`src/rtl/dual_clock_fifo_wrapper.sv`:
```
// Single-clock FIFO with Gray-coded pointers passed through LATENCY-deep delay lines,
// so the full/empty flags behave like those of a dual-clock FIFO.
module dual_clock_fifo_wrapper #(
  parameter int    DATA_WIDTH    = 8,
  parameter int    ADDR_WIDTH    = 8,
  parameter int    LATENCY       = 2,
  parameter string FIFO_MODE     = "STD_FIFO",
  parameter string RAM_INIT_FILE = "",
  parameter string COMPATIBILITY = "E",
  parameter string OUTPUT_REG    = "TRUE",
  parameter string CHECK_FULL    = "TRUE",
  parameter string CHECK_EMPTY   = "TRUE"
) (
  input  logic                  i_clk,
  input  logic                  i_rstn,
  input  logic                  i_we,
  input  logic [DATA_WIDTH-1:0] i_wdata,
  input  logic                  i_re,
  output logic                  o_full,
  output logic                  o_empty,
  output logic [DATA_WIDTH-1:0] o_rdata
);

  localparam int PW    = ADDR_WIDTH + 1;
  localparam int DEPTH = 1 << ADDR_WIDTH;

  localparam bit USE_OREG      = (OUTPUT_REG == "TRUE") ||
                                 ((OUTPUT_REG == "DONT_CARE") && (COMPATIBILITY != "A"));
  localparam bit USE_CHK_FULL  = (CHECK_FULL != "FALSE");
  localparam bit USE_CHK_EMPTY = (CHECK_EMPTY != "FALSE");
  localparam bit IS_FWFT       = (FIFO_MODE == "FWFT");

  // Full compares against the read pointer with its two top Gray bits inverted.
  localparam logic [PW-1:0] FULL_MASK = {2'b11, {(PW-2){1'b0}}};

  logic [DATA_WIDTH-1:0] mem_q [DEPTH];

  logic [PW-1:0]         wptr_q, wptr_d;
  logic [PW-1:0]         rptr_q, rptr_d;
  logic [PW-1:0]         wptr_gray, rptr_gray;
  logic [PW-1:0]         wsync_q [LATENCY];
  logic [PW-1:0]         wsync_d [LATENCY];
  logic [PW-1:0]         rsync_q [LATENCY];
  logic [PW-1:0]         rsync_d [LATENCY];
  logic [DATA_WIDTH-1:0] rd_q, rd_d;
  logic [DATA_WIDTH-1:0] out_q, out_d;
  logic                  we_ok, re_ok;

  always_comb begin
    wptr_gray = wptr_q ^ (wptr_q >> 1);
    rptr_gray = rptr_q ^ (rptr_q >> 1);
    o_empty   = (rptr_gray == wsync_q[LATENCY-1]);
    o_full    = (wptr_gray == (rsync_q[LATENCY-1] ^ FULL_MASK));
    we_ok     = i_we && (!o_full  || !USE_CHK_FULL);
    re_ok     = i_re && (!o_empty || !USE_CHK_EMPTY);
    wptr_d    = wptr_q + {{ADDR_WIDTH{1'b0}}, we_ok};
    rptr_d    = rptr_q + {{ADDR_WIDTH{1'b0}}, re_ok};

    wsync_d[0] = wptr_gray;
    rsync_d[0] = rptr_gray;
    for (int i = 1; i < LATENCY; i++) begin
      wsync_d[i] = wsync_q[i-1];
      rsync_d[i] = rsync_q[i-1];
    end

    // FWFT keeps the head word loaded every cycle; standard mode loads only on a read.
    if (IS_FWFT) begin
      rd_d = mem_q[rptr_d[ADDR_WIDTH-1:0]];
    end else if (re_ok) begin
      rd_d = mem_q[rptr_q[ADDR_WIDTH-1:0]];
    end else begin
      rd_d = rd_q;
    end
    out_d   = rd_q;
    o_rdata = USE_OREG ? out_q : rd_q;
  end

  always_ff @(posedge i_clk) begin
    if (!i_rstn) begin
      wptr_q <= '0;
      rptr_q <= '0;
      rd_q   <= '0;
      out_q  <= '0;
      for (int i = 0; i < LATENCY; i++) begin
        wsync_q[i] <= '0;
        rsync_q[i] <= '0;
      end
    end else begin
      wptr_q <= wptr_d;
      rptr_q <= rptr_d;
      rd_q   <= rd_d;
      out_q  <= out_d;
      for (int i = 0; i < LATENCY; i++) begin
        wsync_q[i] <= wsync_d[i];
        rsync_q[i] <= rsync_d[i];
      end
    end
  end

  always_ff @(posedge i_clk) begin
    if (we_ok) begin
      mem_q[wptr_q[ADDR_WIDTH-1:0]] <= i_wdata;
    end
  end

endmodule

```
`config.mk`:
```
export PLATFORM = sky130hd
export DESIGN_NAME = dual_clock_fifo_wrapper
export DESIGN_NICKNAME = d
export VERILOG_FILES = /design/src/rtl/dual_clock_fifo_wrapper.sv
export SDC_FILE = /design/constraint.sdc
export NUM_CORES = 2
export LEC_CHECK = 0
export BUFFER_PORTS_ARGS = -buffer_cell sky130_fd_sc_hd__buf_2
export CORE_UTILIZATION = 40
export DETAILED_ROUTE_END_ITERATION = 10
export PLACE_DENSITY_LB_ADDON = 0.2
export REMOVE_ABC_BUFFERS = 1
export SYNTH_ARGS = -nofsm -noshare
export SYNTH_HDL_FRONTEND = slang
export SYNTH_SLANG_ARGS = --single-unit
```
`constraint.sdc`:
```
create_clock -name i_clk -period 3.87 [get_ports i_clk]
set_input_delay 1.161 -clock i_clk [delete_from_list [all_inputs] [get_ports i_clk]]
set_output_delay 1.161 -clock i_clk [all_outputs]
set_load 0.05 [all_outputs]
```
# [Word level (Yosys, flattened, before mapping)]
# Memory sizes are Yosys's and may differ from the RTL's. A register that Yosys moved wholly into a read port is not among the register bits.
# Index checks and enable logic that the tools add are counted.
[totals] ramBits=2084 output_inout_bits=10 input_bits=12 reg_bits=26 n_memories=3
[mem_list] memory="mem_q" depth=256 width=8 rd=1 rd_clocked_by_memory_dff=1 wr=1 line="36" source="logic [DATA_WIDTH-1:0] mem_q [DEPTH];"
[mem_list] memory="rsync_q" depth=2 width=9 rd=2 rd_clocked_by_memory_dff=0 wr=2 line="43" source="logic [PW-1:0] rsync_q [LATENCY];"
[mem_list] memory="wsync_q" depth=2 width=9 rd=2 rd_clocked_by_memory_dff=0 wr=2 line="41" source="logic [PW-1:0] wsync_q [LATENCY];"
[classes] n_mux=8 reduce_logical=5 n_eq_ne=2 add_sub_neg=2 bitwise=7
[op_table] cell="$mux 9" count=4
[op_table] cell="$add 9x1->9" count=2
[op_table] cell="$eq 9x9->1" count=2
[op_table] cell="$xor 9x8->9" count=2
[op_table] cell="$mux 1" count=4
[op_table] cell="$or 1x1->1" count=4
[op_table] cell="$logic_not 1->1" count=3
[op_table] cell="$logic_and 1x1->1" count=2
[op_table] cell="$not 2->2" count=1

# [Logic depth before layout (Yosys ltp)]
[depth] word_depth=6 mapped_depth=13 depth_no_buf=11

# [Worst setup path before layout]
# OpenSTA, ideal clock, no wires.
[synth_timing] path_kind="register to register" start="register wptr_q[4]" end="register wptr_q[4]" stages_incl_launch_ff=14 required_ns=3.755 arrival_time_ns=3.365 path_slack_ns=0.390 cell_sequence="dfxtp_1 -> inv_1 -> ha_1 -> xnor2_1 -> nand4_1 -> nor3_1 -> nor2b_1 -> clkbuf_1 -> buf_2 -> ha_1 -> ha_1 -> nand2_1 -> xnor2_1 -> and2_1"
[synth_via] elab_chain_cells=5
[synth_lines] item="start: declaration" line="38" source="logic [PW-1:0] wptr_q, wptr_d;"
[synth_lines] item="start signal: assignment" line="89" source="wptr_q <= wptr_d;"
[synth_lines] item="$xor 9x8->9" line="50" source="wptr_gray = wptr_q ^ (wptr_q >> 1);"
[synth_lines] item="via wptr_gray[4]" line="40" source="logic [PW-1:0] wptr_gray, rptr_gray;"
[synth_lines] item="$eq 9x9->1" line="53" source="o_full = (wptr_gray == (rsync_q[LATENCY-1] ^ FULL_MASK));"
[synth_lines] item="via o_full" line="19" source="output logic o_full,"
[synth_lines] item="$logic_not 1->1" line="54" source="we_ok = i_we && (!o_full || !USE_CHK_FULL);"
[synth_lines] item="$logic_and 1x1->1" line="54"
[synth_lines] item="$add 9x1->9" line="56" source="wptr_d = wptr_q + {{ADDR_WIDTH{1'b0}}, we_ok};"
# The timed path passes the listed nets, and every way through them passes these cells.
# A chain may end at the register's enable or synchronous reset.

# [Worst setup path after layout]
[layout_timing] start="register rptr_q[6]" end="output port o_empty"
[layout_via] elab_chain_cells=2
[layout_lines] item="start: declaration" line="39" source="logic [PW-1:0] rptr_q, rptr_d;"
[layout_lines] item="start signal: assignment" line="90" source="rptr_q <= rptr_d;"
[layout_lines] item="$xor 9x8->9" line="51" source="rptr_gray = rptr_q ^ (rptr_q >> 1);"
[layout_lines] item="via rptr_gray[6]" line="40"
[layout_lines] item="$eq 9x9->1" line="52" source="o_empty = (rptr_gray == wsync_q[LATENCY-1]);"
[layout_lines] item="end: declaration" line="20" source="output logic o_empty,"
# The timed path passes the listed nets, and every way through them passes these cells.

==> impl_metrics.sql <==
INSERT INTO impl_metrics (metric_group, metric, value, unit) VALUES
('outcome', 'run_status', 'completed', ''),
('logic_synthesis', 'ys_seq_area_frac', '0.767', ''),
('cells_and_area', 'finish.net_count', '4438', ''),
('logic_synthesis', 'yosys_warnings', '0', ''),
('detailed_routing', 'first_iter_violations', '4485', ''),
('clocking', 'insertion_delay', '0.85', 'ns'),
('critical_path', 'crit_path_max_fanout', '11', ''),
('sta', 'tightest_slew', '1.17', 'ns'),
('pwr', 'pwr_density_cell', '515', 'nW/µm²'),
('floorplanning', 'die_area', '207000', 'µm²'),
('pwr', 'power_switching', '10.6', 'mW'),
('logic_synthesis', 'synth_flop_cell', 'edfxtp_1', ''),
('pwr', 'irDropWorstVdd', '0.000515', 'V'),
('sta', 'finalCritPeriodShare', '0.965', ''),
('cells_and_area', 'drive_gt1_frac', '0.271', ''),
('floorplanning', 'start_util', '0.404', ''),
('clocking', 'clk_pin_slew_worst_paths', '0.07', 'ns'),
('floorplanning', 'number_of_top_level_design_ports', '22', ''),
('pwr', 'power.share.clock', '0.420', ''),
('logic_synthesis', 'mapped_avg_cell_area', '20.5', 'µm²'),
('pwr', 'p_int', '38.2', 'mW'),
('detailed_routing', 'viasPerCell', '5.64', ''),
('floorplanning', 'floorplan.die.width', '455', 'µm'),
('clocking', 'cts-buffers-inserted', '213', ''),
('logic_synthesis', 'async_flop_share', '0', ''),
('sta', 'max_freq', '0.268', 'GHz'),
('sta', 'setup_tns', '0', 'ns'),
('detailed_routing', 'number_of_vias_in_the_routed_layout', '40900', ''),
('sta', 'final-hold-violation-count', '0', ''),
('pwr', 'combPwrFrac', '0.064', ''),
('sta', 'worst_slack', '0.136', 'ns'),
('global_route', 'initial_antenna_violation_count', '7', ''),
('pwr', 'finalPower', '48.8', 'mW'),
('logic_synthesis', 'synth.lib_cells_used.distinct', '57', ''),
('cells_and_area', 'multiInputGateArea', '17900', 'µm²'),
('cells_and_area', 'ff_latch_area', '62900', 'µm²'),
('pwr', 'netSwitchingFraction', '0.218', ''),
('global_route', 'global_route.overflow_total', '0', ''),
('sta', 'grt_setup_unrepaired', 'no', ''),
('critical_path', 'criticalPathCategory', 'reg -> out', ''),
('sta', 'min_period', '3.73', 'ns'),
('sta', 'setup_viol', '0', ''),
('cells_and_area', 'post-route-cell-area', '94800', 'µm²'),
('critical_path', 'crit_path_end_kind', 'output pin', ''),
('critical_path', 'start_kind', 'flop', ''),
('clocking', 'max-clock-path-buffers', '3', ''),
('critical_path', 'crit_required', '2.71', 'ns'),
('global_route', 'first_pass_grt_wire_length', '307', 'mm'),
('sta', 'clock-skew-final', '0.0293', 'ns'),
('floorplanning', 'fp-row-count', '165', ''),
('critical_path', 'cp_data_arrival_time', '2.57', 'ns'),
('sta', 'final_max_slew_viol_count', '0', ''),
('clocking', 'h_tree_levels', '4', ''),
('placed_design', 'dpl-instance-area', '87700', 'µm²'),
('floorplanning', 'die_y', '455', 'µm'),
('clocking', 'clock_sinks', '2118', ''),
('floorplanning', 'core_area', '203000', 'µm²'),
('logic_synthesis', 'synth-edff-count', '2048', ''),
('logic_synthesis', 'syn_area', '82100', 'µm²'),
('detailed_routing', 'first_pass_iters', '8', ''),
('sta', 'maxSlewHeadroom', '0.218', ''),
('global_route', 'grt.total_usage', '0.208', ''),
('worst_hold_path', 'min-delay-path-class', 'reg -> reg', ''),
('detailed_routing', 'drt_wl_total', '215', 'mm'),
('detailed_routing', 'route.antenna.remaining_nets', '0', ''),
('global_route', 'first_global_vias', '41000', ''),
('placed_design', 'preCtsSetupSlack', '0.0988', 'ns'),
('clocking', 'tritoncts', 'built', ''),
('detailed_routing', 'drc', '0', ''),
('pwr', 'seq_power_share', '0.516', ''),
('cells_and_area', 'layout.filler_cells', '16800', ''),
('logic_synthesis', 'syn_inst', '4011', ''),
('placed_design', 'number_of_i_o_port_buffers', '21', ''),
('cells_and_area', 'end_of_flow_core_utilization', '0.467', ''),
('detailed_routing', 'wl_per_cell', '29.6', 'µm'),
('clocking', 'clockRootBuffer', 'clkbuf_16', ''),
('run', 'drv_cap', '0', ''),
('placed_design', 'gp_routability_congestion', '0.854', ''),
('placed_design', 'hpwl_after_detailed_placement', '132', 'mm'),
('global_route', 'grt_max_degree', '89', ''),
('clocking', 'postCtsHoldBufs', '0', ''),
('logic_synthesis', 'synth-seq-cells', '2118', ''),
('pwr', 'power.static_leakage', '29.3', 'nW'),
('cells_and_area', 'layout-area-overhead-vs-synth', '15.6', '%');
==> placed cells by master (no fill, tap or decap), types with 11 or more instances in the layout <==
cell,synthesis,layout
edfxtp_1,2048,2048
mux4_2,440,440
buf_4,26,353
nor2_1,268,267
clkbuf_16,0,215
mux2i_1,160,160
nand2_1,122,122
a22oi_1,64,64
and2_1,62,62
a221oi_1,62,62
dfxtp_1,70,56
nand3_1,70,53
clkbuf_1,87,47
o21ai_0,41,41
clkinv_1,0,41
o22ai_1,40,40
buf_12,0,40
clkinv_2,0,34
nand4_1,30,30
ha_1,29,29
xnor2_1,26,26
a21oi_1,25,25
mux2_2,24,24
bufinv_16,0,20
nand3_2,0,17
a211oi_1,17,17
inv_1,17,16
o21ai_1,16,16
clkinvlp_4,0,12
buf_2,87,11
dfxtp_2,0,11
==> layer usage <==
layer	part of all wire	track usage
met1	0.44	0.304
met2	0.47	0.322
met3	0.064	0.0340
met4	0.027	0.0592
met5	0.000061	0
==> cells in the mapped netlist, types with 9 or more instances <==
library cell,n,share of area
o21ai_1,16,0.00098
dfxtp_1,70,0.017
o21ai_0,41,0.0025
and2_1,62,0.0047
buf_1,13,0.00059
a22oi_1,64,0.0059
nand4_1,30,0.0023
a211oi_1,17,0.0016
buf_6,31,0.0043
clkbuf_1,87,0.0040
mux2i_1,160,0.020
buf_2,87,0.0053
mux4_2,440,0.12
inv_1,17,0.00078
nor2_1,268,0.012
mux2_2,24,0.0033
xnor2_1,26,0.0028
a221oi_1,62,0.0066
buf_4,26,0.0024
a21oi_1,25,0.0015
o22ai_1,40,0.0030
nand2_1,122,0.0056
and3_1,9,0.00069
nand3_1,70,0.0043
ha_1,29,0.0044
edfxtp_1,2048,0.75
==> repair_timing <==
action,in CTS,in global routing
endpoints found under the setup margin,2,2
pin swaps,3,0
setup buffers,12,0
cloned,1,0
hold endpoints to repair,0,0
resized for setup,8,8
==> layout make-up <==
class / instances / share of cell area
Timing Repair Buffer: 415 / 0.0390
Sequential cell: 2118 / 0.664
Antenna cell: 2 / 0.0000528
Clock buffer: 269 / 0.0596
Tap cell: 2672 / 0.0353
Multi-Input combinational cell: 1631 / 0.188
Inverter: 18 / 0.000726
Clock inverter: 124 / 0.0134
==> cells by family (layout without fill, tap and decap cells) <==
logic type	Yosys count	count (layout)	share of synthesized area
mux	624	624	0.144
other cells	0	2	0
flops	2118	2118	0.767
buf+inv	262	826	0.0173
xor+xnor	34	34	0.00396
fa+ha+maj	29	29	0.00442
compound gates	357	357	0.0320
simple gates	587	587	0.0322
==> final timing paths <==
check / slack (ns) / cells past startpoint / endpoint / start
max: 0.14 / 7 / o_empty / rptr_q[6]
min: 0.43 / 1 / wsync_q[0][15] / wsync_q[0][6]
max reg2reg: 0.29 / 8 / out_d[5] / rptr_q[2]
min reg2reg: 0.43 / 1 / wsync_q[0][15] / wsync_q[0][6]
==> critical path: stages (launching register included) <==
cell     delay, ns
dfxtp_1       0.32
buf_6         0.15
ha_1          0.33
xnor2_1       0.22
nand3_2       0.13
nor3_2        0.20
buf_4         0.16
buf_4         0.20
==> power by group through the flow <==
| stage | combinational, mW | clock [mW] | sequential (mW) |
|---|---|---|---|
| floorplan | 2.01 | 0 | 26.0 |
| global placement | 3.10 | 0 | 25.7 |
| detailed placement | 3.11 | 0 | 25.7 |
| CTS | 3.17 | 20.9 | 25.2 |
| global route | 3.30 | 21.7 | 25.2 |
| finish | 3.11 | 20.5 | 25.2 |
==> metrics by stage <==
stage / hold WS [ns] / cells
3_5_place_dp: 0.417 / 6841
3_3_place_gp: 0.414 / 6841
5_1_grt: 0.442 / 7247
6_report: 0.432 / 7249
4_1_cts: 0.432 / 7247
2_1_floorplan: 0.406 / 3767
==> sequential cells by signal, summed over array words and instances, names as in the netlist <==
register and cells:
o_rdata 8, rsync_q 18, rptr_q 9, out_d 8
mem_q 2048, wptr_q 9, wsync_q 18
No activity file was read; power rests on OpenSTA's default activity.
